### config.mk
export PLATFORM = sky130hd
export DESIGN_NAME = anspwm_combine_pwm_flat
export DESIGN_NICKNAME = d
export VERILOG_FILES = /design/src/rtl/anspwm_combine_pwm_if.sv /design/src/rtl/anspwm_combine_pwm.sv /design/src/flat_wrapper.sv
export SDC_FILE = /design/constraint.sdc
export NUM_CORES = 1
export LEC_CHECK = 0
export ABC_CLOCK_PERIOD_IN_PS = 4230
export CAP_MARGIN = 20
export CORE_UTILIZATION = 30
export DETAILED_ROUTE_END_ITERATION = 8
export DONT_BUFFER_PORTS = 1
export GPL_ROUTABILITY_DRIVEN = 0
export GPL_TIMING_DRIVEN = 0
export MAX_ROUTING_LAYER = met4
export PLACE_DENSITY = 0.53
export REMOVE_ABC_BUFFERS = 1
export SLEW_MARGIN = 20
export SYNTH_ARGS = -nofsm -noshare
export SYNTH_HDL_FRONTEND = slang
export SYNTH_SLANG_ARGS = --single-unit
### constraint.sdc
create_clock -name clk -period 4.23 [get_ports clk]
set_input_delay 0.423 -clock clk [delete_from_list [all_inputs] [get_ports clk]]
set_output_delay 0.423 -clock clk [all_outputs]
set_load 0.02 [all_outputs]
### src/rtl/anspwm_combine_pwm_if.sv
// Sample handshake bundle feeding the ANS-PWM combine stage: stage-1 quant plus
// the two sign-magnitude correction terms, paced by a valid/ready pair.
interface anspwm_combine_pwm_if #(
  parameter int W = 16
);
  logic         in_valid;
  logic         in_ready;
  logic [W-1:0] q1;
  logic [W-1:0] c2;
  logic         c2s;
  logic [W-1:0] c3;
  logic         c3s;

  modport master (output in_valid, q1, c2, c2s, c3, c3s, input in_ready);
  modport slave  (input in_valid, q1, c2, c2s, c3, c3s, output in_ready);
endinterface

### src/rtl/anspwm_combine_pwm.sv
// ANS-PWM final stage: signed sum of q1 and the c2/c3 corrections, clamp to the
// PWM range, load as duty at the next frame boundary. Optional macro: SAT_COUNT_EN.
module anspwm_combine_pwm #(
  parameter int W        = 16,
  parameter int PWM_BITS = 16
) (
  input  logic                clk,
  input  logic                rst,
  anspwm_combine_pwm_if.slave in_if,
  output logic                pwm,
  output logic [PWM_BITS-1:0] duty,
  output logic                frame_start,
  output logic                sat,
`ifdef SAT_COUNT_EN
  output logic [15:0]         sat_cnt,
`endif
  output logic [1:0]          dbg_state
);

  // Handshake: a sample transfers on a clk edge where in_valid && in_ready;
  // in_ready is registered and stays low from accept until the duty loads.

  typedef enum logic [1:0] {
    IDLE  = 2'd0,
    SUM   = 2'd1,
    CLAMP = 2'd2,
    WAIT  = 2'd3
  } state_t;

  // Three extra bits so q1 + c2 + c3 at full scale cannot wrap.
  localparam int SW = W + 3;
  localparam logic [PWM_BITS-1:0] DMAX = '1;
  localparam logic signed [SW-1:0] DMAX_S = SW'(DMAX);

  state_t                state;
  logic [PWM_BITS-1:0]   cnt;
  logic [PWM_BITS-1:0]   cnt_n;
  logic [PWM_BITS-1:0]   duty_n;
  logic [PWM_BITS-1:0]   pend;
  logic                  psat;
  logic                  ready_r;
  logic                  load;
  logic [W-1:0]          q1_r, c2_r, c3_r;
  logic                  c2s_r, c3s_r;
  logic signed [SW-1:0]  s;
  logic signed [SW-1:0]  sum_c;
  logic signed [SW-1:0]  q1_e, c2_e, c3_e;

  assign in_if.in_ready = ready_r;
  assign dbg_state      = state;

  assign cnt_n  = cnt + 1'b1;
  assign load   = (state == WAIT) && (cnt == DMAX);
  assign duty_n = load ? pend : duty;

  always_comb begin
    q1_e  = SW'(q1_r);
    c2_e  = c2s_r ? -SW'(c2_r) : SW'(c2_r);
    c3_e  = c3s_r ? -SW'(c3_r) : SW'(c3_r);
    sum_c = q1_e + c2_e + c3_e;
  end

  // pwm and frame_start are registered from next-cycle values so they line up
  // with the cnt/duty pair in force during the same clk.
  always_ff @(posedge clk or posedge rst) begin
    if (rst) begin
      state       <= IDLE;
      cnt         <= '0;
      duty        <= '0;
      pwm         <= 1'b0;
      frame_start <= 1'b0;
      sat         <= 1'b0;
      ready_r     <= 1'b1;
      q1_r        <= '0;
      c2_r        <= '0;
      c3_r        <= '0;
      c2s_r       <= 1'b0;
      c3s_r       <= 1'b0;
      s           <= '0;
      pend        <= '0;
      psat        <= 1'b0;
    end else begin
      cnt         <= cnt_n;
      frame_start <= (cnt == DMAX);
      pwm         <= (cnt_n < duty_n);
      case (state)
        IDLE: begin
          if (in_if.in_valid) begin
            q1_r    <= in_if.q1;
            c2_r    <= in_if.c2;
            c2s_r   <= in_if.c2s;
            c3_r    <= in_if.c3;
            c3s_r   <= in_if.c3s;
            ready_r <= 1'b0;
            state   <= SUM;
          end
        end
        SUM: begin
          s     <= sum_c;
          state <= CLAMP;
        end
        CLAMP: begin
          if (s < 0) begin
            pend <= '0;
            psat <= 1'b1;
          end else if (s > DMAX_S) begin
            pend <= DMAX;
            psat <= 1'b1;
          end else begin
            pend <= s[PWM_BITS-1:0];
            psat <= 1'b0;
          end
          state <= WAIT;
        end
        WAIT: begin
          if (load) begin
            duty    <= pend;
            sat     <= psat;
            ready_r <= 1'b1;
            state   <= IDLE;
          end
        end
        default: state <= IDLE;
      endcase
    end
  end

`ifdef SAT_COUNT_EN
  always_ff @(posedge clk or posedge rst) begin
    if (rst) begin
      sat_cnt <= '0;
    end else if (load && psat && (sat_cnt != 16'hFFFF)) begin
      sat_cnt <= sat_cnt + 16'd1;
    end
  end
`endif

endmodule

### src/flat_wrapper.sv
// flat-port wrapper written by rule: the top's interface ports become plain ports
module anspwm_combine_pwm_flat 
#(
  parameter int W        = 16,
  parameter int PWM_BITS = 16
)
  (clk, rst, pwm, duty, frame_start, sat, dbg_state, in_if_in_valid, in_if_q1, in_if_c2, in_if_c2s, in_if_c3, in_if_c3s, in_if_in_ready);
  anspwm_combine_pwm_if #(.W(W)) in_if_i ();
  input  logic clk;
  input  logic rst;
  output logic pwm;
  output logic [PWM_BITS-1:0] duty;
  output logic frame_start;
  output logic sat;
  output logic [1:0] dbg_state;
  input wire logic [$bits(in_if_i.in_valid)-1:0] in_if_in_valid;
  input wire logic [$bits(in_if_i.q1)-1:0] in_if_q1;
  input wire logic [$bits(in_if_i.c2)-1:0] in_if_c2;
  input wire logic [$bits(in_if_i.c2s)-1:0] in_if_c2s;
  input wire logic [$bits(in_if_i.c3)-1:0] in_if_c3;
  input wire logic [$bits(in_if_i.c3s)-1:0] in_if_c3s;
  output wire logic [$bits(in_if_i.in_ready)-1:0] in_if_in_ready;
  assign in_if_i.in_valid = in_if_in_valid;
  assign in_if_i.q1 = in_if_q1;
  assign in_if_i.c2 = in_if_c2;
  assign in_if_i.c2s = in_if_c2s;
  assign in_if_i.c3 = in_if_c3;
  assign in_if_i.c3s = in_if_c3s;
  assign in_if_in_ready = in_if_i.in_ready;
  anspwm_combine_pwm #(.W(W), .PWM_BITS(PWM_BITS)) u_core (.clk(clk), .rst(rst), .in_if(in_if_i), .pwm(pwm), .duty(duty), .frame_start(frame_start), .sat(sat), .dbg_state(dbg_state));
endmodule
Yosys cells after proc, flatten, opt, wreduce, memory -nomap -nowiden
Index checks and enable logic that the tools add are counted.
{"block": "totals", "reg_bits": 124, "inputBits": 53, "output_inout_bits": 22, "word_cells": 49}
{"block": "op_classes", "n_addsub": 5, "order_cmp": 3, "n_eq_ne": 6, "muxes": 13, "reduce_logical": 7}
{"op": "$mux 16", "count": 3}
{"op": "$mux 19", "count": 2}
{"op": "$neg 16->19", "count": 2}
{"op": "$add 17x19->19", "count": 1}
{"op": "$add 19x19->19", "count": 1}
{"op": "$gt 19x17->1 const B", "count": 1}
{"op": "$lt 19x1->1 const B", "count": 1}
{"op": "$add 16x1->16 const B", "count": 1}
{"op": "$eq 16x16->1 const B", "count": 1}
{"op": "$lt 16x16->1", "count": 1}
{"op": "$pmux 2 s4", "count": 1}
{"op": "$reduce_and 2->1", "count": 3}
{"op": "$eq 2x2->1 const B", "count": 2}
{"op": "$mux 1", "count": 4}
{"op": "$mux 2", "count": 2}
{"op": "$reduce_and 3->1", "count": 1}
{"op": "$eq 2x1->1 const B", "count": 1}
{"op": "$logic_not 2->1", "count": 1}
{"op": "$ne 2x1->1 const B", "count": 1}
{"op": "$ne 2x2->1 const B", "count": 1}
{"op": "$pmux 1 s2", "count": 1}
{"op": "$reduce_bool 2->1", "count": 1}
{"op": "$logic_and 1x1->1", "count": 1}

Logic depth before layout (Yosys ltp)
{"block": "depth", "depth_word": 4, "mapped_depth": 16, "depth_no_buf": 15}

Worst setup path before layout
Ideal clock, no wire load.
{"block": "synth_timing", "kind": "register to register", "startpoint": "register u_core.c3_r[5]", "endpoint": "register u_core.s[17]", "setup_time_ps": 140, "arrival_time_ps": 3929, "t_required_ps": 4090, "setup_slack_ps": 160, "stages_incl_launch_ff": 16, "path_buffers": 1, "synth_period_minus_slack_ps": 4070, "path_cell_list": "dfrtp_1 or4_4 or3_4 or2_2 o41ai_1 xor2_1 fa_1 inv_1 ha_1 clkbuf_1 a21o_1 a21o_1 a21oi_1 nor2_1 a221oi_1 o211ai_1"}
{"block": "synth_between", "elab_chain_cells": 3}
{"element": "start: declaration", "line_no": "anspwm_combine_pwm.sv:43", "text": "logic [W-1:0] q1_r, c2_r, c3_r;"}
{"element": "start signal: assignment", "line_no": "anspwm_combine_pwm.sv:92", "text": "c3_r <= in_if.c3;"}
{"element": "$neg 16->19", "line_no": "anspwm_combine_pwm.sv:59", "text": "c3_e = c3s_r ? -SW'(c3_r) : SW'(c3_r);"}
{"element": "$mux 19 (*)", "line_no": "anspwm_combine_pwm.sv:59"}
{"element": "$add 19x19->19 (*)", "line_no": "anspwm_combine_pwm.sv:60", "text": "sum_c = q1_e + c2_e + c3_e;"}
{"element": "end signal: assignment", "line_no": "anspwm_combine_pwm.sv:99", "text": "s <= sum_c;"}
{"element": "end: declaration", "line_no": "anspwm_combine_pwm.sv:45", "text": "logic signed [SW-1:0] s;"}
Mark *: on every way between the ends. The rest lies on a longest branch, timed or not.
A chain may end at the register's enable or synchronous reset.

Worst setup path after layout
Same ends and word-level chain as after synthesis.

==> results by group <==
Critical path
  – Worst Path Arrival: 4.35 ns
  – Max FO, Critical Path: 8
  – WP data required: 4.51 ns
  – Crit path to: u_core.s[17]
  – CP dominant cell by count: a21o_1
  – Setup crit end kind: flop
  – Crit. Startpoint: u_core.c3_r[5]
  – Path depth of the worst reg2reg path: 14
  – Crit-path max cell delay: 0.55 ns
  – Setup slack, reg-to-reg: 0.17 ns
  – Buf+Inv Stages, Crit Path: 1
  – WS Path Type: flop to flop
  – CP cell instances: or4_4 > or3_4 > or2_2 > o41ai_2 > xor2_1 > fa_1 > inv_1 > ha_2 > a21o_1 > a21o_1 > a21oi_2 > nor2_1 > a221oi_2 > o211ai_1
  – Crit-path slowest cell: or4_4
  – Stages on worst setup path: 14
  – CP startpoint kind: flop
  – Reg-to-reg endpoint: u_core.s[17]
  – Worst R2R Start: u_core.c3_r[5]
  – Delay-heaviest family, CP: simple AND/OR/NAND/NOR gates

Synth
  – FFs w/ async S/R, synth: 100.0%
  – Post-synthesis xor/xnor area fraction: 6.218%
  – Cells after synthesis: 682
  – Synth area leaders: dfrtp_1, mux2_2, ha_1
  – Register area share after synthesis: 42.73%
  – Main synth FF type: dfrtp_1
  – Number of synthesized register bits: 124
  – Post-synth EDFFs: 0
  – Area leader, netlist: dfrtp_1
  – Synth top area share: 42.37%
  – Cell variety after synth: 55
  – Mux contribution to synthesized area: 13.90%
  – Adder-Cell Fraction of Synth Area: 11.75%
  – Yosys warning count: 0
  – Simple-gate area share of the yosys netlist: 10.13%
  – Main combinational cell family by area after synthesis: multiplexers
  – Syn avg cell area: 10.65 um^2
  – Post-Syn Area: 7264 um^2
  – Complex-gate fraction of the synthesized area: 9.714%

Route
  – Routed wire length per instance: 14.88 um
  – DRC Markers: 0
  – Via density: 4.571
  – Met2 wire len: 6535 um
  – Top sig layer: met4
  – First-pass DRT Iterations: 4
  – Initial DRC count: 211
  – Met3 wire length: 633 um
  – DRT met1 WL: 7860 um
  – Vias: 4,640
  – WL final: 15,100 um
  – Post-route ant nets: 0

Final layout
  – Final Util: 35.03%
  – Area of the multi-input gates: 3815 um^2
  – Commonest non-fill, non-tap cells in the layout: dfrtp_1, mux2_2, inv_1
  – Layout area overhead: 13.86%
  – Final nets: 793
  – Fin cells: 1,015
  – Share of cells above drive strength 1: 19.28%
  – Register area: 3105 um^2
  – Commonest non-fill, non-tap cell in the layout: dfrtp_1
  – Fill cell count: 2,421

Floorplanning
  – Die ar.: 24,840 um^2
  – Die Wd: 157.6 um
  – Die height: 157.6 um
  – Starting Density: 30.77%
  – Ports: 75
  – CORE AREA: 23,610 um^2
  – Std-Cell Rows: 56

STA
  – Worst setup margin: 0.1690 ns
  – Final Setup Violations: 0
  – Slew @ Worst Pin: 0.8639 ns
  – Worst Skew: 0.01278 ns
  – Slew Limit Fails: 0
  – Slew Limit Headroom: 42.27%
  – Crit path time final: 4.061 ns
  – Final hold vios: 0
  – Fmax: 0.2462 GHz
  – Final hold slack: 0.1527 ns
  – Period utilisation layout: 96.00%

Clock tree
  – H-tree level count: 4
  – Clk_lat worst skew: 0.42 ns
  – Clock Sinks: 124
  – CTS tree: done
  – CTS Buf Count: 17
  – Reg clk slew, reported paths: 0.06 ns
  – Clock Path Buffers: 2
  – Root buffer cell: clkbuf_16

Min path
  – Worst hold start: in_if_c2[11]
  – Hold Crit Class: input pin to flop

Pwr
  – Max VDD drop: 238.7 uV
  – PD cells: 332.3 nW/um^2
  – Leakage: 4.274 nW

Place
  – DP Worst Slack: -0.1372 ns
  – IO Port Bufs: 0
  – Cells after DPL: 980
  – Post-DP HPWL: 11,070 um

Global route
  – Gr ovfl total: 0
  – GRT Util Overall: 13.64%
  – First-pass GRT wire length: 25,470 um
  – Vias in the first global route: 4,905
  – Largest net degree at the start of global routing: 84
  – Initial antenna violation count: 1

Run status
  – Status: completed

Job
  – Number of max-cap violations: 0
## timing repair
action,4_1_cts,5_1_grt
gates resized for setup,3,8
endpoints found under the hold margin,40,0
gates cloned,0,0
setup buffers,0,1
endpoints found under the setup margin,3,8
pin swaps,0,2
hold buffers,1,0
## cell usage after synthesis, types with 2 or more instances
master,number
or3_1,4
nand3_1,18
mux2_2,79
clkbuf_1,14
a2111o_1,2
o2111ai_1,2
o21ai_0,18
and3_1,6
o31ai_1,10
nor2b_1,2
a21oi_1,27
xnor2_1,20
ha_1,41
o21bai_1,2
dfrtp_1,123
fa_1,17
nor4_1,2
buf_1,6
nand2_1,34
nor2_1,59
or2_2,5
a211oi_1,4
nand4_1,7
xor2_1,29
nand2b_1,6
a221oi_1,3
o211ai_1,2
and4_1,2
inv_1,77
o21a_1,6
a21o_1,11
nor3_1,5
mux2i_1,12
o311ai_0,3
a21boi_0,2
o41ai_1,3
## worst min-delay path by stage
stage                       to  slack [ns]  cells after the start
6_report       u_core.c2_r[11]        0.15                      1
5_1_grt        u_core.c2_r[12]        0.13                      1
4_1_cts         u_core.q1_r[1]        0.13                      1
3_5_place_dp   u_core.duty[15]        0.29                      1
3_3_place_gp      u_core.s[14]        0.47                      2
2_1_floorplan     u_core.s[11]        0.45                      2
## worst register-to-register path: cells and delay by family (launching register included)
family	cells	cell delay, ns
compound gates	6	1.11
xor+xnor	1	0.25
fa+ha+maj	2	0.77
buf+inv	1	0.07
flops	1	0.43
simple gates	4	1.30
## flip-flops by register name (all words and copies together), names as in the netlist
signal                 cells
u_core.frame_start         1
u_core.psat                1
u_core.pwm                 1
u_core.c3_r               16
u_core.in_if.in_ready      1
u_core.sat                 1
u_core.c3s_r               1
u_core.pend               16
u_core.cnt                16
u_core.c2_r               16
u_core.c2s_r               1
u_core.duty               16
u_core.dbg_state           2
u_core.q1_r               16
u_core.s                  19
## where the power goes
group / total, W / leakage (nW) / switching, W / internal (W)
logic: 0.0000283 / 2.28 / 0.0000239 / 0.00000434
clock network: 0.00153 / 0.290 / 0.000551 / 0.000982
registers: 0.00119 / 1.70 / 0 / 0.00119
## per-stage QoR
stage	setup TNS, ns	power [W]	area (um^2)
finish	0	0.002749	8272
detailed placement	-0.2765	0.001238	7591
global placement	-142.73	0.001234	7548
global route	-0.01782	0.002841	8272
CTS	0	0.002790	8224
floorplan	0	0.001226	7149
## layout make-up
class / count / area share [%]
antenna: 1 / 0.03025
clock buffer: 20 / 5.279
clock inverter: 12 / 2.072
inverter: 77 / 3.585
multi-input combinational: 459 / 46.12
sequential: 124 / 37.54
tap: 319 / 4.825
timing repair buffer: 3 / 0.5445
## cell families (layout without fill, tap and decap cells)
group	Yosys count	after routing
compound gates	104	104
buf+inv	99	112
mux	91	91
simple gates	156	156
other cells	0	1
xor+xnor	50	50
fa+ha+maj	58	58
flops	124	124
## metal layers
layer | vias to the layer above | GRT usage (%)
met1 | 2213 | 18.43
met3 | 7 | 3.696
met4 | 0 | 3.606
met5 | - | -
met2 | 76 | 20.04
li1 | 2344 | -
Note: power is estimated with default switching activity, not from simulation.
